==> src/rtl/branch_predictor.sv <==
// ============================================================================
// branch_predictor : direct-mapped 2-bit counter table + BTB, trained from execute
// Optional BP_STATS_EN adds branch / mispredict counters.  Rev 1.0
// ============================================================================
`default_nettype none

module branch_predictor #(
  parameter int ENTRIES = 64,
  parameter int TAG_W   = 8
) (
  input  logic        clk,
  input  logic        rst_n,
  input  logic [31:0] if_pc,
  output logic        pred_taken,
  output logic [31:0] pred_target,
  input  logic        upd_valid,
  input  logic [31:0] upd_pc,
  input  logic        upd_taken,
  input  logic [31:0] upd_target,
  input  logic        upd_pred_taken,
  input  logic        bp_flush
`ifdef BP_STATS_EN
  ,
  output logic [31:0] stat_branches,
  output logic [31:0] stat_mispred
`endif
);

  localparam int IDX_W = $clog2(ENTRIES);

  logic [ENTRIES-1:0] valid_q, valid_d;
  logic [TAG_W-1:0]   tag_q    [ENTRIES];
  logic [TAG_W-1:0]   tag_d    [ENTRIES];
  logic [1:0]         ctr_q    [ENTRIES];
  logic [1:0]         ctr_d    [ENTRIES];
  logic [31:0]        target_q [ENTRIES];
  logic [31:0]        target_d [ENTRIES];

  logic [IDX_W-1:0] if_idx, upd_idx;
  logic [TAG_W-1:0] if_tag, upd_tag;
  logic             if_hit, upd_hit;

  // Only the index and tag fields of upd_pc matter; the rest is intentionally dropped.
  logic unused_ok;
  assign unused_ok = ^{upd_pc, upd_pred_taken};

  assign if_idx  = if_pc[IDX_W+1:2];
  assign if_tag  = if_pc[IDX_W+TAG_W+1:IDX_W+2];
  assign upd_idx = upd_pc[IDX_W+1:2];
  assign upd_tag = upd_pc[IDX_W+TAG_W+1:IDX_W+2];

  assign if_hit      = valid_q[if_idx] && (tag_q[if_idx] == if_tag);
  assign upd_hit     = valid_q[upd_idx] && (tag_q[upd_idx] == upd_tag);
  assign pred_taken  = if_hit && ctr_q[if_idx][1];
  assign pred_target = pred_taken ? target_q[if_idx] : (if_pc + 32'd4);

  always_comb begin
    valid_d  = valid_q;
    tag_d    = tag_q;
    ctr_d    = ctr_q;
    target_d = target_q;
    if (bp_flush) begin
      valid_d = '0;
    end else if (upd_valid) begin
      if (upd_hit) begin
        if (upd_taken) begin
          if (ctr_q[upd_idx] != 2'b11) ctr_d[upd_idx] = ctr_q[upd_idx] + 2'd1;
          target_d[upd_idx] = upd_target;
        end else if (ctr_q[upd_idx] != 2'b00) begin
          ctr_d[upd_idx] = ctr_q[upd_idx] - 2'd1;
        end
      end else if (upd_taken) begin
        valid_d[upd_idx]  = 1'b1;
        tag_d[upd_idx]    = upd_tag;
        ctr_d[upd_idx]    = 2'b10;
        target_d[upd_idx] = upd_target;
      end
    end
  end

  always_ff @(posedge clk or negedge rst_n) begin
    if (!rst_n) begin
      valid_q <= '0;
      for (int i = 0; i < ENTRIES; i++) begin
        tag_q[i]    <= '0;
        ctr_q[i]    <= 2'b01;
        target_q[i] <= '0;
      end
    end else begin
      valid_q  <= valid_d;
      tag_q    <= tag_d;
      ctr_q    <= ctr_d;
      target_q <= target_d;
    end
  end

`ifdef BP_STATS_EN
  logic [31:0] stat_branches_q, stat_branches_d;
  logic [31:0] stat_mispred_q, stat_mispred_d;

  // Counted even when a flush drops the update.
  always_comb begin
    stat_branches_d = stat_branches_q;
    stat_mispred_d  = stat_mispred_q;
    if (upd_valid) begin
      if (stat_branches_q != 32'hFFFF_FFFF) stat_branches_d = stat_branches_q + 32'd1;
      if ((upd_pred_taken != upd_taken) && (stat_mispred_q != 32'hFFFF_FFFF))
        stat_mispred_d = stat_mispred_q + 32'd1;
    end
  end

  always_ff @(posedge clk or negedge rst_n) begin
    if (!rst_n) begin
      stat_branches_q <= '0;
      stat_mispred_q  <= '0;
    end else begin
      stat_branches_q <= stat_branches_d;
      stat_mispred_q  <= stat_mispred_d;
    end
  end

  assign stat_branches = stat_branches_q;
  assign stat_mispred  = stat_mispred_q;
`endif

endmodule

`default_nettype wire

==> config.mk <==
export PLATFORM = sky130hd
export DESIGN_NAME = branch_predictor
export DESIGN_NICKNAME = d
export VERILOG_FILES = /design/src/rtl/branch_predictor.sv
export SDC_FILE = /design/constraint.sdc
export NUM_CORES = 2
export LEC_CHECK = 0
export CAP_MARGIN = 10
export CORE_UTILIZATION = 55
export DETAILED_ROUTE_END_ITERATION = 10
export HOLD_SLACK_MARGIN = 0.1
export PLACE_DENSITY = 0.78
export SYNTH_ARGS = -nofsm -noshare
export SYNTH_HDL_FRONTEND = slang
export SYNTH_SLANG_ARGS = --single-unit
==> constraint.sdc <==
create_clock -name clk -period 7 [get_ports clk]
set_input_delay 1.4 -clock clk [delete_from_list [all_inputs] [get_ports clk]]
set_output_delay 1.4 -clock clk [all_outputs]
set_load 0.02 [all_outputs]
---- Word level (Yosys, flattened, before mapping) ----
Cells that the tools add are included.
word-level totals
  flip-flop bits (word level) ............. 2,752
  input bits .............................. 102
  output and inout port bits .............. 33
  logic and storage cells ................. 270
operators by class
  add/subtract/negate cells ............... 3
  order comparisons ....................... 6
  equal/unequal tests ..................... 5
  mux-type cells .......................... 41
  bitwise logic cells ..................... 8
  reductions and logical operators ........ 14
operators by type and width
  kind                                                                   number
  2048-bit bitwise mux                                                   1
  128-bit two-way mux                                                    5
  512-bit bitwise mux                                                    1
  128-bit bitwise mux                                                    2
  64-bit two-way mux                                                     4
  32-bit binary-select mux with 6-bit select                             1
  32-bit demux with 6-bit select                                         1
  32-bit two-way mux                                                     4
  64-bit OR                                                              2
  8-bit binary-select mux with 6-bit select                              2
  64-bit bitwise AND                                                     1
  64-bit NOT                                                             1
  8-bit demux with 6-bit select                                          1
  8-bit two-way mux                                                      5
  32-bit by 3-bit adder with 32-bit output (second input constant)       1
  2-bit binary-select mux with 6-bit select                              2
  8-bit equality test                                                    2
  7-bit >= comparator (second input constant)                            2
  6-bit by 7-bit < comparator with 1-bit output (second input constant)  2
  6-bit NOT with 7-bit output                                            2
  1-bit binary-select mux with 6-bit select                              2
  2-bit demux with 6-bit select                                          1
  2-bit two-way mux                                                      5
  2-bit nonzero test                                                     5
  other kinds (13)                                                       22

---- Logic depth before layout (Yosys ltp) ----
  word-level depth ........................ 9
  gate-level depth with buffers ........... 25
  gate-level depth less buffers ........... 15

---- Worst setup path before layout ----
No wires, ideal clock.
  path type ............................... input-to-reg
  from .................................... input upd_pc[4]
  to ...................................... register ctr_q[61] (netlist name)
  library setup time ...................... 0.125 ns
  data arrival time ....................... 6.397 ns
  required time ........................... 6.875 ns
  path slack .............................. 0.478 ns
  stages on the path ...................... 23
  path buffers ............................ 10
  path through ............................ clkbuf_2 buf_4 buf_2 buf_4 buf_4 clkbuf_1 and3_1 clkbuf_1 clkbuf_1 a22o_1 a221oi_1 a31oi_1 a21oi_1 and3_1 ha_1 or4b_2 nor4_1 and4bb_2 or4b_1 buf_2 buf_4 o22ai_2 mux2_2
between the ends
  longest elaborated chain between the ends .. 9
  elaborated cells on any way between the ends .. 32
  those cells by class .................... add/sub: 2; order compare: 2; eq/ne: 3; mux: 17; bitwise: 2; reduce/logical: 6
ends and longest elaborated chain
  item                                                                          line        source
  start, declared                                                               17          input logic [31:0] upd_pc,
  6-bit NOT with 7-bit output (implied by the code)                             n/a
  2-bit binary-select mux with 6-bit select, or another cell as far along       67, 69, 70
  2-bit two-way mux (implied by the code) or 1-bit logical AND (tied branches)  n/a
  2-bit two-way mux (on tied branches)                                          n/a
  2-bit by 1-bit subtractor with 2-bit output, or another cell as far along     70          ctr_d[upd_idx] = ctr_q[upd_idx] - 2'd1;
  128-bit bitwise mux (on tied branches)                                        70, 67
  128-bit two-way mux (on tied branches)                                        69, 67
  128-bit two-way mux                                                           66          if (upd_taken) begin
  128-bit two-way mux                                                           65          if (upd_hit) begin
  end signal, assigned                                                          92          ctr_q <= ctr_d;
  end, declared                                                                 34          logic [1:0] ctr_q [ENTRIES];
Parallel ways exist; a longest one is shown, timed or not. The select of a mux whose other input is x is not followed.
A chain may end at the register's enable or synchronous reset.

---- Worst setup path after layout ----
  from .................................... input if_pc[2]
  to ...................................... output pred_target[5]
between the ends
  longest elaborated chain between the ends .. 8
  elaborated cells on any way between the ends .. 17
  those cells by class .................... add/sub: 1; eq/ne: 1; mux: 12; bitwise: 1; reduce/logical: 2
ends and longest elaborated chain
  item                                                  line        source
  start, declared                                       13          input logic [31:0] if_pc,
  6-bit NOT with 7-bit output (implied by the code)     52, 54, 55
  8-bit binary-select mux with 6-bit select             52          assign if_hit = valid_q[if_idx] && (tag_q[if_idx] == if_tag);
  8-bit two-way mux (implied by the code) (2 in a row)  52
  8-bit equality test                                   52
  1-bit logical AND                                     52
  1-bit logical AND                                     54          assign pred_taken = if_hit && ctr_q[if_idx][1];
  32-bit two-way mux (*)                                55          assign pred_target = pred_taken ? target_q[if_idx] : (if_pc + 32'd4);
  end, declared                                         15          output logic [31:0] pred_target,
Mark *: on every way between the ends. The rest lies on a longest branch, timed or not. The select of a mux whose other input is x is not followed.

==> key figures <==
Timing
  – Slew HR: around 16%
  – Final Setup Violations: 0
  – Fmax: 146 MHz
  – Final Critical Period: 6850 ps
  – Final Cycle Share: a little under 100%
  – RSZ-0062 raised after global routing: no
  – Setup TNS: 0 ps
  – Final hold vios: 0
  – Max Slew Vio Count: 0
  – Worst-margin pin slew: 1260 ps
  – Final clock skew: 45.6 ps

Final layout
  – Share of layout cells above drive strength 1: around 57%
  – Area grow syn2layout: 11.7%
  – # nets final: around 8.4k
  – Utilization after layout: around three fifths

Drt
  – Iter 0 DRT Violations: roughly 9.1k
  – Routed WL: between 300000 and 400000 microns
  – Vias: 79.5k
  – # DRC: 0
  – DR pass1 iterations: 9
  – Vias/cell: 6.80
  – Wire length per cell: around 33 microns
  – Final ANT Viol Nets: 0

Die
  – Effective utilization at floorplan: between 50% and 60%
  – Core ar.: 0.239 sq mm
  – Io pins: 135
  – FP Rows: 179
  – DIE WIDTH: roughly 500 microns
  – Die area: 0.242 sq mm
  – Die Y: around 490 microns

Critical path
  – Reg-to-Reg End: tag_q[492]
  – CP Max Fanout: 25
  – Critical path class: input port to primary output
  – Worst reg2reg path depth: 12
  – Worst R2R Start: tag_q[467]
  – Worst EP arrival: 5450 ps
  – CP Capture Type: primary output
  – CP Capture Point: pred_target[5]
  – WP data required: roughly 5600 ps
  – Worst setup path start: if_pc[2]
  – R2R setup slack: approximately 2100 ps
  – CP Launch Type: input port

Logic synthesis
  – Area leader, netlist: dfrtp_1
  – Syn nets: 8476
  – Post-synth EDFFs: 0
  – Seq/Total Area, Yosys: between 50 and 60%
  – Most common cell in the netlist: mux2_2
  – Mapped Area: 0.132 sq mm
  – Syn Area/Cell: 15.8 sq um
  – Synth top area cells: dfrtp_1, mux2_2, mux4_2
  – Yosys Warn Count: 0
  – Top cell type's share of synthesized area: between 50% and 60%
  – Async set or reset register ratio after synthesis: 100%
  – Adder-Cell Fraction of Synth Area: 0.0284%
  – Post-Synth XOR/XNOR Area: less than 1%
  – Largest family of logic cells by synthesized area: multiplexers
  – Synth Area in Simple Gates: 2.50%
  – Post-Syn Instances: around 8.4k
  – Synth Register Bits: between 2k and 3k
  – Post-synthesis compound-gate area fraction: roughly 2.3%
  – Ys flop type: dfrtp_1
  – Mux cell area share after synthesis: ~40%
  – Post-synthesis cell type count: 81
  – Post-synth top cells: mux2_2, dfrtp_1, mux4_2

Clocking
  – Clock latency on the worst-skew pair: approximately 950 ps
  – Clk slew on worst S/H paths: about 60 ps
  – CTS tree: yes
  – Post-CTS Hold Fix Bufs: 0
  – Num CTS Buffers: ~300
  – H-tree depth: 5
  – CTS root buffer: clkbuf_16
  – Clock sinks: between 2k and 3k
  – CTS max path bufs: 4

Place
  – Port bufs: around 120
  – Final RePlAce weighted congestion: roughly 0.93
  – HPWL after DPL: approximately 230000 microns

Hold path
  – Worst hold path class: input port to async pin

GRT
  – Vias in the first global route: ~83k
  – Largest net degree at the start of global routing: roughly 200
  – First-pass GRT wire length: 569000 microns
  – Antenna violations before repair: 25
  – GRT Total Usage: between 30% and 40%
  – Overflow after GRT: 0

Power and ir drop
  – Pwr/cell area: ~240 mW/mm^2
  – Worst VDD drop: approximately 0.21 mV
  – Total power: approximately 36 mW
  – Static Leak: 68.5 nW

Run status
  – Status: completed

Flow run
  – Total of max-cap violations: 0
## layer usage
metal / track usage, % / up-vias / routed length, microns
met5: 0 / - / 15
met1: 43.1 / 43200 / 150000
li1: - / 31400 / -
met2: 48.6 / 3894 / 177000
met3: 8.44 / 977 / 36500
met4: 15.3 / 4 / 20100
## layout make-up
class / count / area [sq um]
inverter: 87 / 327
tap: 3167 / 3960
clock inverter: 74 / 752
antenna: 10 / 25.0
timing repair buffer: 476 / 4810
fill: 16700 / 90800
clock buffer: 443 / 9010
sequential: 2752 / 68900
multi-input combinational: 4684 / 59900
## per-stage QoR
step / worst slack, ps / hold slack, ps / cells / instance area (sq um)
4_1_cts: 20.0 / 383 / 11700 / 148000
2_1_floorplan: 478 / 474 / 8371 / 132000
3_3_place_gp: -16.5 / 481 / 11200 / 138000
3_5_place_dp: -32.9 / 487 / 11200 / 138000
6_report: 147 / 410 / 11700 / 148000
5_1_grt: 67.3 / 418 / 11700 / 148000
## logic make-up after synthesis
kind of cell	after synthesis
AO/OA/AOI/OAI	391
XOR/XNOR	41
adder cells (fa/ha/maj)	3
buffers and inverters	935
flip-flops	2752
multiplexers	3732
AND/OR/NAND/NOR	517
## what timing repair did
action	CTS	global route
resized for setup	2	20
setup endpoints to repair	14	18
cloned	0	0
buffers inserted	0	0
## registers in the layout, summed over array words and instances, names as in the netlist
name	flops
target_q	2048
tag_q	512
ctr_q	128
valid_q	64
## layout by cell type (no fill, tap or decap), types with 72 or more instances in the layout
master / Yosys / routed
mux2_2: 2711 / 2711
dfrtp_1: 2688 / 2688
mux4_2: 947 / 947
clkbuf_16: 0 / 312
buf_4: 22 / 293
nand2_1: 164 / 152
nand3_1: 95 / 91
o21ai_0: 92 / 91
inv_1: 87 / 87
buf_12: 0 / 84
clkbuf_8: 0 / 72
## critical path: stages
cell and delay [ps]:
buf_8 190, buf_4 250, mux4_2 520, mux4_2 570
mux4_2 520, xnor2_1 180, nand4_1 190, or4b_4 570
buf_12 240, buf_4 230, mux2_2 360, buf_4 180
## worst min path at each step
stage              startpoint             end  slack [ps]  depth (start not counted)
5_1_grt                 rst_n   target_q[906]         420                          1
2_1_floorplan  target_q[1696]  target_q[1696]         470                          1
3_3_place_gp   target_q[1960]  target_q[1960]         480                          1
6_report                rst_n   target_q[906]         410                          1
4_1_cts                 rst_n   target_q[906]         380                          1
3_5_place_dp   target_q[1444]  target_q[1444]         490                          1
## report_power, final
group	switching, mW	internal, mW	total, mW
clock	6.41	9.39	15.8
combinational	1.54	1.41	2.95
sequential	0.436	16.6	17.1
No activity file was read; power rests on OpenSTA's default activity.
